==> config.mk <==
export PLATFORM = sky130hd
export DESIGN_NAME = exp_iter_ctrl_flat
export DESIGN_NICKNAME = d
export VERILOG_FILES = /design/src/rtl/exp_pkg.sv /design/src/rtl/exp_iter_ctrl_if.sv /design/src/rtl/exp_y_update.sv /design/src/rtl/exp_iter_ctrl.sv /design/src/flat_wrapper.sv
export SDC_FILE = /design/constraint.sdc
export NUM_CORES = 1
export LEC_CHECK = 0
export BUFFER_PORTS_ARGS = -buffer_cell sky130_fd_sc_hd__buf_2
export CAP_MARGIN = 25
export CORE_AREA = 2 2 148 150
export DETAILED_ROUTE_END_ITERATION = 8
export DIE_AREA = 0 0 150 152
export HOLD_SLACK_MARGIN = 0.06
export PLACE_DENSITY = 0.72
export SLEW_MARGIN = 0
export SYNTH_ARGS = -nofsm -noshare
export SYNTH_HDL_FRONTEND = slang
export SYNTH_HIERARCHICAL = 1
export SYNTH_SLANG_ARGS = --single-unit
==> constraint.sdc <==
create_clock -name clk -period 5.7 [get_ports clk]
set_input_delay 0 -clock clk [delete_from_list [all_inputs] [get_ports clk]]
set_output_delay 0 -clock clk [all_outputs]
set_load 0.005 [all_outputs]
==> src/rtl/exp_pkg.sv <==
// Shared constants for the iterative e^x sequencer: operand format, log tables, state encoding.
package exp_pkg;

  localparam int X_W    = 15;
  localparam int X_FRAC = 11;
  localparam int I_W    = 5;

  localparam logic [X_W-1:0] LN2_Q11 = 15'h058B;

  // ln(1+2^-i) in Q4.11, rounded to nearest; entries from 12 up round to zero
  localparam logic [X_W-1:0] LNF_Q11 [16] = '{
    15'h0000, 15'h033E, 15'h01C9, 15'h00F1,
    15'h007C, 15'h003F, 15'h0020, 15'h0010,
    15'h0008, 15'h0004, 15'h0002, 15'h0001,
    15'h0000, 15'h0000, 15'h0000, 15'h0000
  };

  localparam logic [2:0] ST_IDLE_ENC = 3'd0;
  localparam logic [2:0] ST_CAPT_ENC = 3'd1;
  localparam logic [2:0] ST_SEL_ENC  = 3'd2;
  localparam logic [2:0] ST_UPD_ENC  = 3'd3;
  localparam logic [2:0] ST_DONE_ENC = 3'd4;

  typedef enum logic [2:0] {
    ST_IDLE = ST_IDLE_ENC,
    ST_CAPT = ST_CAPT_ENC,
    ST_SEL  = ST_SEL_ENC,
    ST_UPD  = ST_UPD_ENC,
    ST_DONE = ST_DONE_ENC
  } state_t;

  function automatic logic [X_W-1:0] lnf_term(input logic [I_W-1:0] i);
    logic [X_W-1:0] t;
    t = (i[4] == 1'b1) ? '0 : LNF_Q11[i[3:0]];
    return t;
  endfunction

  // k*ln2; selection never picks k large enough to exceed the 15-bit residual
  function automatic logic [X_W-1:0] k_ln2(input logic [I_W-1:0] k);
    logic [X_W+I_W-1:0] p;
    p = {{X_W{1'b0}}, k} * {{I_W{1'b0}}, LN2_Q11};
    return p[X_W-1:0];
  endfunction

endpackage

==> src/rtl/exp_iter_ctrl_if.sv <==
// Operand, result and selection-stage signals of the e^x sequencer.
interface exp_iter_ctrl_if
  import exp_pkg::*;
#(
  parameter int OUT_W = 32
) ();

  logic             in_valid;
  logic             in_ready;
  logic [X_W-1:0]   x_in;
  logic [X_W-1:0]   sel_data;
  logic [I_W-1:0]   sel_i;
  logic             sel_int;
  logic             out_valid;
  logic             out_ready;
  logic [OUT_W-1:0] y_out;
  logic             ovf;

  modport master (
    output in_valid, x_in, out_ready, sel_i, sel_int,
    input  in_ready, sel_data, out_valid, y_out, ovf
  );

  modport slave (
    input  in_valid, x_in, out_ready, sel_i, sel_int,
    output in_ready, sel_data, out_valid, y_out, ovf
  );

endinterface

==> src/rtl/exp_y_update.sv <==
// Combinational y step: y<<k for integer terms, y+(y>>i) for fractional terms, with overflow flag.
module exp_y_update
  import exp_pkg::*;
#(
  parameter int OUT_W = 32
) (
  input  logic [OUT_W-1:0] y,
  input  logic [I_W-1:0]   sh,
  input  logic             is_int,
  output logic [OUT_W-1:0] y_next,
  output logic             ovf_next
);

  logic [2*OUT_W-1:0] shl;
  logic [OUT_W:0]     sum;

  always_comb begin
    shl      = {{OUT_W{1'b0}}, y} << sh;
    sum      = {1'b0, y} + {1'b0, (y >> sh)};
    y_next   = '0;
    ovf_next = 1'b0;
    if (is_int) begin
      y_next   = shl[OUT_W-1:0];
      ovf_next = |shl[2*OUT_W-1:OUT_W];
    end else begin
      y_next   = sum[OUT_W-1:0];
      ovf_next = sum[OUT_W];
    end
  end

endmodule

==> src/rtl/exp_iter_ctrl.sv <==
// Iterative e^x sequencer: residual/iteration bookkeeping around an external selection stage.
// Build option EXP_SAT_EN: saturate y to all-ones and flag ovf on overflow; otherwise y wraps.
//
//  state | meaning
//  IDLE  | in_ready high, waiting for an operand
//  CAPT  | operand latched; r==0 finishes, else residual goes to selection
//  SEL   | selection stage registers its answer for sel_data
//  UPD   | subtract chosen log term from r, scale y
//  DONE  | result held on y_out/ovf until out_ready
module exp_iter_ctrl
  import exp_pkg::*;
#(
  parameter int OUT_W    = 32,
  parameter int FRAC_W   = 16,
  parameter int MAX_ITER = 24
) (
  input logic             clk,
  input logic             rst_n,
  exp_iter_ctrl_if.slave  bus
);

  localparam int ITER_W = $clog2(MAX_ITER + 1);
  localparam logic [ITER_W-1:0] LAST_ITER = ITER_W'(MAX_ITER - 1);
  localparam logic [OUT_W-1:0]  Y_ONE     = OUT_W'(1) << FRAC_W;

  state_t            state;
  logic [X_W-1:0]    r;
  logic [OUT_W-1:0]  y;
  logic              sat;
  logic [ITER_W-1:0] iter;

  logic              in_ready_q;
  logic              out_valid_q;
  logic [OUT_W-1:0]  y_out_q;
  logic              ovf_q;
  logic [X_W-1:0]    sel_data_q;

  logic [X_W-1:0]    r_sub;
  logic [X_W-1:0]    r_next;
  logic              no_term;
  logic [OUT_W-1:0]  y_upd;
  logic              ovf_upd;
  logic [OUT_W-1:0]  y_step;
  logic              sat_step;

  exp_y_update #(.OUT_W(OUT_W)) u_y_update (
    .y        (y),
    .sh       (bus.sel_i),
    .is_int   (bus.sel_int),
    .y_next   (y_upd),
    .ovf_next (ovf_upd)
  );

  always_comb begin
    r_sub   = bus.sel_int ? k_ln2(bus.sel_i) : lnf_term(bus.sel_i);
    r_next  = r - r_sub;
    no_term = !bus.sel_int && (bus.sel_i == '0);
  end

`ifdef EXP_SAT_EN
  // once saturated, y stays all-ones for the rest of the operand
  assign y_step   = (sat || ovf_upd) ? '1 : y_upd;
  assign sat_step = sat || ovf_upd;
`else
  logic unused_ovf;
  assign y_step     = y_upd;
  assign sat_step   = 1'b0;
  assign unused_ovf = ovf_upd;
`endif

  always_ff @(posedge clk or negedge rst_n) begin
    if (!rst_n) begin
      state       <= ST_IDLE;
      r           <= '0;
      y           <= '0;
      sat         <= 1'b0;
      iter        <= '0;
      in_ready_q  <= 1'b0;
      out_valid_q <= 1'b0;
      y_out_q     <= '0;
      ovf_q       <= 1'b0;
      sel_data_q  <= '0;
    end else begin
      case (state)
        ST_IDLE: begin
          in_ready_q <= 1'b1;
          if (bus.in_valid && in_ready_q) begin
            in_ready_q <= 1'b0;
            r          <= bus.x_in;
            y          <= Y_ONE;
            iter       <= '0;
            sat        <= 1'b0;
            state      <= ST_CAPT;
          end
        end
        ST_CAPT: begin
          if (r == '0) begin
            out_valid_q <= 1'b1;
            y_out_q     <= y;
            ovf_q       <= sat;
            state       <= ST_DONE;
          end else begin
            sel_data_q <= r;
            state      <= ST_SEL;
          end
        end
        ST_SEL: begin
          state <= ST_UPD;
        end
        ST_UPD: begin
          iter <= iter + 1'b1;
          if (no_term) begin
            out_valid_q <= 1'b1;
            y_out_q     <= y;
            ovf_q       <= sat;
            state       <= ST_DONE;
          end else begin
            r   <= r_next;
            y   <= y_step;
            sat <= sat_step;
            if ((r_next == '0) || (iter == LAST_ITER)) begin
              out_valid_q <= 1'b1;
              y_out_q     <= y_step;
              ovf_q       <= sat_step;
              state       <= ST_DONE;
            end else begin
              sel_data_q <= r_next;
              state      <= ST_SEL;
            end
          end
        end
        ST_DONE: begin
          if (bus.out_ready) begin
            out_valid_q <= 1'b0;
            in_ready_q  <= 1'b1;
            state       <= ST_IDLE;
          end
        end
        default: begin
          state <= ST_IDLE;
        end
      endcase
    end
  end

  assign bus.in_ready  = in_ready_q;
  assign bus.out_valid = out_valid_q;
  assign bus.y_out     = y_out_q;
  assign bus.ovf       = ovf_q;
  assign bus.sel_data  = sel_data_q;

endmodule

==> src/flat_wrapper.sv <==
// flat-port wrapper written by rule: the top's interface ports become plain ports
module exp_iter_ctrl_flat import exp_pkg::*;
#(
  parameter int OUT_W    = 32,
  parameter int FRAC_W   = 16,
  parameter int MAX_ITER = 24
)
  (clk, rst_n, bus_in_valid, bus_x_in, bus_out_ready, bus_sel_i, bus_sel_int, bus_in_ready, bus_sel_data, bus_out_valid, bus_y_out, bus_ovf);
  exp_iter_ctrl_if #(.OUT_W(OUT_W)) bus_i ();
  input logic clk;
  input logic rst_n;
  input wire logic [$bits(bus_i.in_valid)-1:0] bus_in_valid;
  input wire logic [$bits(bus_i.x_in)-1:0] bus_x_in;
  input wire logic [$bits(bus_i.out_ready)-1:0] bus_out_ready;
  input wire logic [$bits(bus_i.sel_i)-1:0] bus_sel_i;
  input wire logic [$bits(bus_i.sel_int)-1:0] bus_sel_int;
  output wire logic [$bits(bus_i.in_ready)-1:0] bus_in_ready;
  output wire logic [$bits(bus_i.sel_data)-1:0] bus_sel_data;
  output wire logic [$bits(bus_i.out_valid)-1:0] bus_out_valid;
  output wire logic [$bits(bus_i.y_out)-1:0] bus_y_out;
  output wire logic [$bits(bus_i.ovf)-1:0] bus_ovf;
  assign bus_i.in_valid = bus_in_valid;
  assign bus_i.x_in = bus_x_in;
  assign bus_i.out_ready = bus_out_ready;
  assign bus_i.sel_i = bus_sel_i;
  assign bus_i.sel_int = bus_sel_int;
  assign bus_in_ready = bus_i.in_ready;
  assign bus_sel_data = bus_i.sel_data;
  assign bus_out_valid = bus_i.out_valid;
  assign bus_y_out = bus_i.y_out;
  assign bus_ovf = bus_i.ovf;
  exp_iter_ctrl #(.OUT_W(OUT_W), .FRAC_W(FRAC_W), .MAX_ITER(MAX_ITER)) u_core (.clk(clk), .rst_n(rst_n), .bus(bus_i));
endmodule
==> impl_metrics.toml, run 1 <==
[outcome]
status = "complete, no violations"

[timing]
min_period_ns = 5.06
fmax_mhz = 198
fin_crit_sh = 0.887
setup_ws_ns = 0.642
final-setup-viol-count = 0
whs_ns = 0.133
tightest_slew_ns = 0.942
tns_ns = 0
hold_viol_final = 0
skew_ns = 0.0182
finalMaxSlewViolations = 0
maxSlewHeadroom = 0.372
rsz0062_at_grt = "false"

[logic_synthesis]
syn_inst = 1455
syn_area_per_cell_um2 = 7.73
syn-num-nets = 1556
synth_warnings = 6
syn_area_um2 = 11200

[final_layout]
n_antenna_cell = 0
multi_input_area_um2 = 8060
fillers = 1980
area_growth_pct = 8.46
seq_area_um2 = 2600
final_common_cell = "nand2_1"
drive_above_1_share = 0.133
fin_nets = 1581
final_cell_mix = "nand2_1 (267), nor2_1 (146), a21oi_1 (126), dfrtp_1 (104), o21ai_0 (103)"

[routing]
vias_per_cell = 6.30
route.detailed.drc = 0
drt-initial-drc-count = 1188
ant_nets = 0
vias = 11100
wl_per_cell_um = 19.8
postRouteWirelength_mm = 35.0
first_pass_iters = 6

[floorplan]
io_pins = 75
die_w_um = 150
rows = 54
floorplan.initialDensity = 0.527
die_h_um = 152
coreArea_um2 = 21400
die_area_um2 = 22800

[worst_hold_path]
hold_path.class = "input pin to async pin"

[cts]
root_buffer = "clkbuf_16"
cts_buffers = 9
clk_pin_slew_ns = 0.08
cts_sinks = 104
cts_tree = "built"
post_cts_buffers = 0
h-tree-depth = 3
worstSkewPairLatency_ns = 0.36
cts_buffer_depth = 2

[critical_path]
worstRegToRegCells = 21
r2r-start = "u_core/y[27]"
critPathLaunchType = "flip-flop"
crit_start = "u_core/y[27]"
arrival_ns = 5.37
worstPathRequired_ns = 6.01
timing_worst_setup_path_type = "flip-flop to flip-flop"
crit_fanout = 8
setup.worst_path.end_class = "flip-flop"

[global_routing]
grt_overflow = 0
grt_antenna_before_repair = 0
grt_pass1_wl_mm = 55.6
grt_usage = 0.306
grt_max_degree = 77
grt_pass1_vias = 10200

[pwr]
p_leak_nw = 5.85
p_per_area_nw_per_um2 = 458
vdd_ir_drop_max_mv = 0.527

[place]
place_congestion = 0.979
hpwl_mm = 25.8
place_ws_ns = 0.467
portBuffers = 73

[job]
drv_cap = 0
report_power, final:
group | internal, mW | switching [mW] | total (mW)
sequential | 1.01 | 0.471 | 1.48
clock | 0.308 | 0.317 | 0.625
combinational | 1.42 | 2.05 | 3.47
total | 2.74 | 2.84 | 5.58
worst max-delay path: stages, from the launching register on:
cell,delay [ns]
dfrtp_1,0.51
nand2b_1,0.15
o21ai_0,0.12
mux2i_1,0.27
nor2_1,0.07
a21oi_1,0.22
a21oi_1,0.17
a21oi_1,0.21
ha_1,0.21
inv_1,0.07
fa_1,0.40
nor2b_1,0.22
o2111ai_1,0.18
a21oi_1,0.46
nor2_1,0.13
o21ai_0,0.39
a21boi_0,0.19
or4b_2,0.63
nand4_1,0.11
nand2_1,0.07
nand2_1,0.07
mux2_2,0.14
through the flow:
stage | power, mW | cell area (um2) | utilization | std cells
3_5_place_dp | 4.83 | 11700 | 0.548 | 1730
4_1_cts | 5.48 | 12200 | 0.570 | 1764
3_3_place_gp | 4.76 | 11700 | 0.548 | 1729
5_1_grt | 6.02 | 12200 | 0.571 | 1765
2_1_floorplan | 3.80 | 11200 | - | 1455
6_report | 5.58 | 12200 | 0.571 | 1765
path summary, 6_finish.rpt:
| kind | end | slack [ns] |
|---|---|---|
| max reg2reg | u_core/bus.y_out[28] | 0.64 |
| min | u_core/bus.y_out[10] | 0.13 |
| min reg2reg | u_core/bus.out_valid | 0.48 |
| min in group clk | u_core/state[2] | 0.38 |
| max | u_core/bus.y_out[28] | 0.64 |
| max in group asynchronous | u_core/bus.y_out[18] | 4.30 |
sequential cells by signal, summed over array words and instances (netlist names):
register,cells
u_core/bus.y_out,32
u_core/y,32
u_core/bus.sel_data,15
u_core/r,15
u_core/iter,5
u_core/state,3
u_core/bus.in_ready,1
u_core/bus.out_valid,1
layout make-up:
type                       instances  share of cell area
clock buffer                      10              0.0188
inverter                          35              0.0108
sequential                       104               0.213
multi-input combinational       1219               0.661
timing repair buffer             111              0.0624
tap                              280              0.0287
clock inverter                     6             0.00492
timing repair:
item	in CTS	in global routing
resized for setup	0	0
hold buffers	18	0
hold endpoints to repair	50	0
routing by layer:
layer  track usage  vias to the layer above  wire length (um)
met5             0                        -                 0
met4         0.110                        0              1220
met3        0.0511                       72              3220
met2         0.433                      545             14900
met1         0.466                     5240             15600
li1              -                     5264                 -
No activity file was read; power rests on OpenSTA's default activity.
==> inputs of run 2 (changes only) <==
CTS_BUF_LIST = sky130_fd_sc_hd__clkbuf_8   (was default)
==> impl_metrics.toml, run 2 (same netlist as run 1, synthesis figures left out) <==
[timing]
maxSlewHeadroom = 0.376
finalMaxSlewViolations = 0
fmax_mhz = 197
fin_crit_sh = 0.891
whs_ns = 0.0956
hold_viol_final = 0
min_period_ns = 5.08
tns_ns = 0
final-setup-viol-count = 0
tightest_slew_ns = 0.935
skew_ns = 0.0296
rsz0062_at_grt = "false"

[pwr]
p_per_area_nw_per_um2 = 448
vdd_ir_drop_max_mv = 0.512
p_leak_nw = 5.80

[final_layout]
stdcell_count = 1765
final_common_cell = "nand2_1"
final_cell_mix = "nand2_1 (267), nor2_1 (146), a21oi_1 (126), dfrtp_1 (104), o21ai_0 (103)"
n_antenna_cell = 0
drive_above_1_share = 0.133
multi_input_area_um2 = 8060
fin_nets = 1581
seq_area_um2 = 2600
fillers = 1992
area_growth_pct = 7.55

[floorplan]
coreArea_um2 = 21400
io_pins = 75
floorplan.initialDensity = 0.527
die_w_um = 150
rows = 54
die_area_um2 = 22800
die_h_um = 152

[critical_path]
crit_chain = "nand2b_1, o21ai_0, mux2i_1, nor2_1, a21oi_1, a21oi_1, a21oi_1, ha_1, inv_1, fa_1, nor2b_1, o2111ai_1, a21oi_1, nor2_1, o21ai_0, a21boi_0, or4b_2, nand4_1, nand2_1, nand2_1, mux2_2"
path_delay_family = "compound AO/OA/AOI/OAI gates"
crit_fanout = 8
slowest_delay_ns = 0.63
slowest_stage = "or4b_2"
setup.worst_path.end_class = "flip-flop"
reg2reg_slack_ns = 0.62
worst-path-buf-inv = 1
timing_worst_setup_path_type = "flip-flop to flip-flop"
critPathLaunchType = "flip-flop"
cp_common_cell = "a21oi_1"
worstPathRequired_ns = 6.05
arrival_ns = 5.43

[cts]
root_buffer = "clkbuf_8"
cts_tree = "built"
cts_buffers = 9
cts_sinks = 104
cts_buffer_depth = 2
cts_resized = 0
clk_pin_slew_ns = 0.12
h-tree-depth = 3
worstSkewPairLatency_ns = 0.40

[routing]
route.detailed.drc = 0
vias_per_cell = 6.32
drt-initial-drc-count = 1079
vias = 11100
wl_per_cell_um = 19.7
ant_nets = 0
first_pass_iters = 6
postRouteWirelength_mm = 34.8

[worst_hold_path]
hold_path.class = "input pin to async pin"

[global_routing]
grt_antenna_before_repair = 0
grt_pass1_vias = 10100
grt_usage = 0.304
grt_pass1_wl_mm = 55.5
grt_max_degree = 77
grt_overflow = 0

[place]
portBuffers = 73
place_congestion = 0.979
dp.cells = 1730
hpwl_mm = 25.8

[outcome]
status = "complete, no violations"

[job]
drv_cap = 0
## run 2: cell count changes in the layout (fill, tap and decap cells not counted)
| cell | delta |
|---|---|
| clkbuf_8 | +9 |
| clkbuf_16 | -9 |
| inv_1 | +1 |
| clkbuf_1 | -1 |
## run 2: per-layer routing
layer / vias up / share of wire / track usage
li1: 5251 / - / -
met1: 5239 / 0.45 / 0.466
met2: 576 / 0.42 / 0.430
met3: 83 / 0.089 / 0.0492
met4: 0 / 0.039 / 0.107
met5: - / 0 / 0
## run 2: area by class of cell
| class | instances | share of cell area |
|---|---|---|
| clock buffers | 9 | 0.0102 |
| multi-input cells | 1219 | 0.667 |
| well taps | 280 | 0.0290 |
| clock inverters | 7 | 0.00528 |
| inverters | 35 | 0.0109 |
| flip-flops and latches | 104 | 0.215 |
| repair buffers | 111 | 0.0629 |
## run 2: report_power, final
group / switching [mW] / internal (mW) / total, mW
Clock: 0.296 / 0.169 / 0.465
Combinational: 2.05 / 1.42 / 3.47
Sequential: 0.466 / 1.01 / 1.48
## run 2: path summary, 6_finish.rpt
kind	start	end	cells after the start
max	u_core/y[27]	u_core/bus.y_out[28]	21
min	rst_n	u_core/bus.y_out[7]	2
max reg2reg	u_core/y[27]	u_core/bus.y_out[28]	21
min reg2reg	u_core/bus.out_valid	u_core/bus.out_valid	1
max in group asynchronous	rst_n	u_core/y[30]	3
min in group clk	bus_out_ready	u_core/state[2]	3
## run 2: metrics by stage
stage               total power [mW]   util  setup WS [ns]  area, um2
finish                          5.41  0.567          0.620      12100
global route                    5.86  0.567          0.217      12100
CTS                             5.32  0.566          0.788      12100
detailed placement              4.83  0.548          0.467      11700
global placement                4.76  0.548          0.506      11700
floorplan                       3.80      -          0.735      11200
## run 2: what timing repair did
action                                 in CTS  in global routing
hold buffers                               18                  0
buffers inserted                            0                  0
endpoints found under the hold margin      50                  0
==> inputs of run 3 (changes only) <==
RECOVER_POWER = 50   (was default)
==> impl_metrics.toml, run 3 (same netlist as run 1, synthesis figures left out) <==
[cts]
cts_resized = 0
h-tree-depth = 3
worstSkewPairLatency_ns = 0.40
cts_sinks = 104
cts_hold_buf = 18
cts_tree = "built"
clk_pin_slew_ns = 0.12
root_buffer = "clkbuf_8"
post_cts_buffers = 0
cts_buffer_depth = 2
cts_buffers = 9

[timing]
rsz0062_at_grt = "false"
finalMaxSlewViolations = 107
tns_ns = 0
whs_ns = 0.340
fmax_mhz = 200
min_period_ns = 5.01
fin_crit_sh = 0.879
final-setup-viol-count = 0
setup_ws_ns = 0.690
skew_ns = 0.0281
hold_viol_final = 0
tightest_slew_ns = 1.83
maxSlewHeadroom = -0.219

[routing]
ant_nets = 0
postRouteWirelength_mm = 34.8
vias_per_cell = 6.27
drt-initial-drc-count = 1096
first_pass_iters = 6
wl_per_cell_um = 19.7
route.detailed.drc = 0
vias = 11100

[pwr]
p_leak_nw = 5.72
p_per_area_nw_per_um2 = 448
vdd_ir_drop_max_mv = 0.510

[global_routing]
grt_overflow = 0
grt_pass1_wl_mm = 55.5
grt_pass1_vias = 10100
grt_usage = 0.304
grt_max_degree = 77
grt_antenna_before_repair = 0

[outcome]
status = "finished with violations"
violations = "max-capacitance violations, max-slew violations"

[worst_hold_path]
whs_endpoint = "u_core/state[2]"
min_from = "bus_out_ready"
whs_path_depth = 3
hold_path.class = "input pin to flip-flop"

[place]
dp.cells = 1730
place_ws_ns = 0.467
hpwl_mm = 25.8
placed_cell_area_um2 = 11700
place_congestion = 0.979
portBuffers = 73

[critical_path]
setup.worst_path.end_class = "flip-flop"
crit_chain = "nand2b_1, o21ai_0, mux2i_1, nor2_1, a21oi_1, a21oi_1, a21oi_1, ha_1, inv_1, fa_1, nor2b_1, o2111ai_1, a21oi_1, nor2_1, o21ai_0, a21boi_0, or4b_2, nand4_1, nand2_1, nand2_1, mux2_2"
cp_common_cell = "a21oi_1"
slowest_stage = "or4b_2"
worstPathRequired_ns = 6.05
crit_fanout = 8
reg2reg_to = "u_core/bus.y_out[28]"
timing_worst_setup_path_type = "flip-flop to flip-flop"
worstRegToRegCells = 21
reg2reg_slack_ns = 0.69
r2r-start = "u_core/y[27]"
slowest_delay_ns = 0.63
arrival_ns = 5.36
critPathLaunchType = "flip-flop"

[floorplan]
coreArea_um2 = 21400
rows = 54
die_area_um2 = 22800
die_h_um = 152
io_pins = 75
floorplan.initialDensity = 0.527
die_w_um = 150

[final_layout]
fillers = 2008
final_cell_mix = "nand2_1 (267), nor2_1 (146), a21oi_1 (126), dfrtp_1 (104), o21ai_0 (103)"
area_growth_pct = 7.25
drive_above_1_share = 0.118
fin_area_um2 = 12100
stdcell_count = 1765
multi_input_area_um2 = 8060
final_common_cell = "nand2_1"
fin_nets = 1581
seq_area_um2 = 2600
n_antenna_cell = 0

[job]
drv_cap = 2
## run 3: where the power goes
group	total, mW	switching (mW)	internal (mW)
Combinational	3.46	2.05	1.41
Sequential	1.48	0.468	1.01
Clock	0.466	0.297	0.169
## run 3: metal layers
layer / wire [um] / share of wire / vias up / track usage
li1: - / - / 5261 / -
met4: 1270 / 0.037 / 0 / 0.107
met3: 2970 / 0.085 / 73 / 0.0492
met2: 14700 / 0.42 / 532 / 0.430
met5: 0 / 0 / - / 0
met1: 15800 / 0.45 / 5195 / 0.466
## run 3: worst max-delay path: cells and delay by family, from the launching register on
| family | cells | cell delay (ns) |
|---|---|---|
| flops | 1 | 0.53 |
| fa+ha+maj | 2 | 0.61 |
| compound gates | 8 | 1.90 |
| simple gates | 8 | 1.46 |
| buf+inv | 1 | 0.07 |
| mux | 2 | 0.42 |
## run 3: cell type report
cell class | instances | share of cell area
multi-input cells | 1219 | 0.668
well taps | 280 | 0.0290
clock buffers | 9 | 0.0103
repair buffers | 111 | 0.0603
flip-flops and latches | 104 | 0.216
clock inverters | 7 | 0.00529
inverters | 35 | 0.0109
## run 3: worst max path at each step
stage	from	end
finish	u_core/y[27]	u_core/bus.y_out[28]
detailed placement	bus_sel_i[3]	u_core/bus.sel_data[2]
floorplan	bus_sel_i[2]	u_core/bus.y_out[10]
global route	u_core/y[27]	u_core/bus.y_out[28]
CTS	u_core/y[27]	u_core/bus.y_out[28]
global placement	bus_sel_i[4]	u_core/bus.sel_data[2]
## run 3: stage by stage
step	total power [mW]	util
4_1_cts	5.32	0.566
3_3_place_gp	4.76	0.548
2_1_floorplan	3.80	-
5_1_grt	5.84	0.565
6_report	5.40	0.565
3_5_place_dp	4.83	0.548
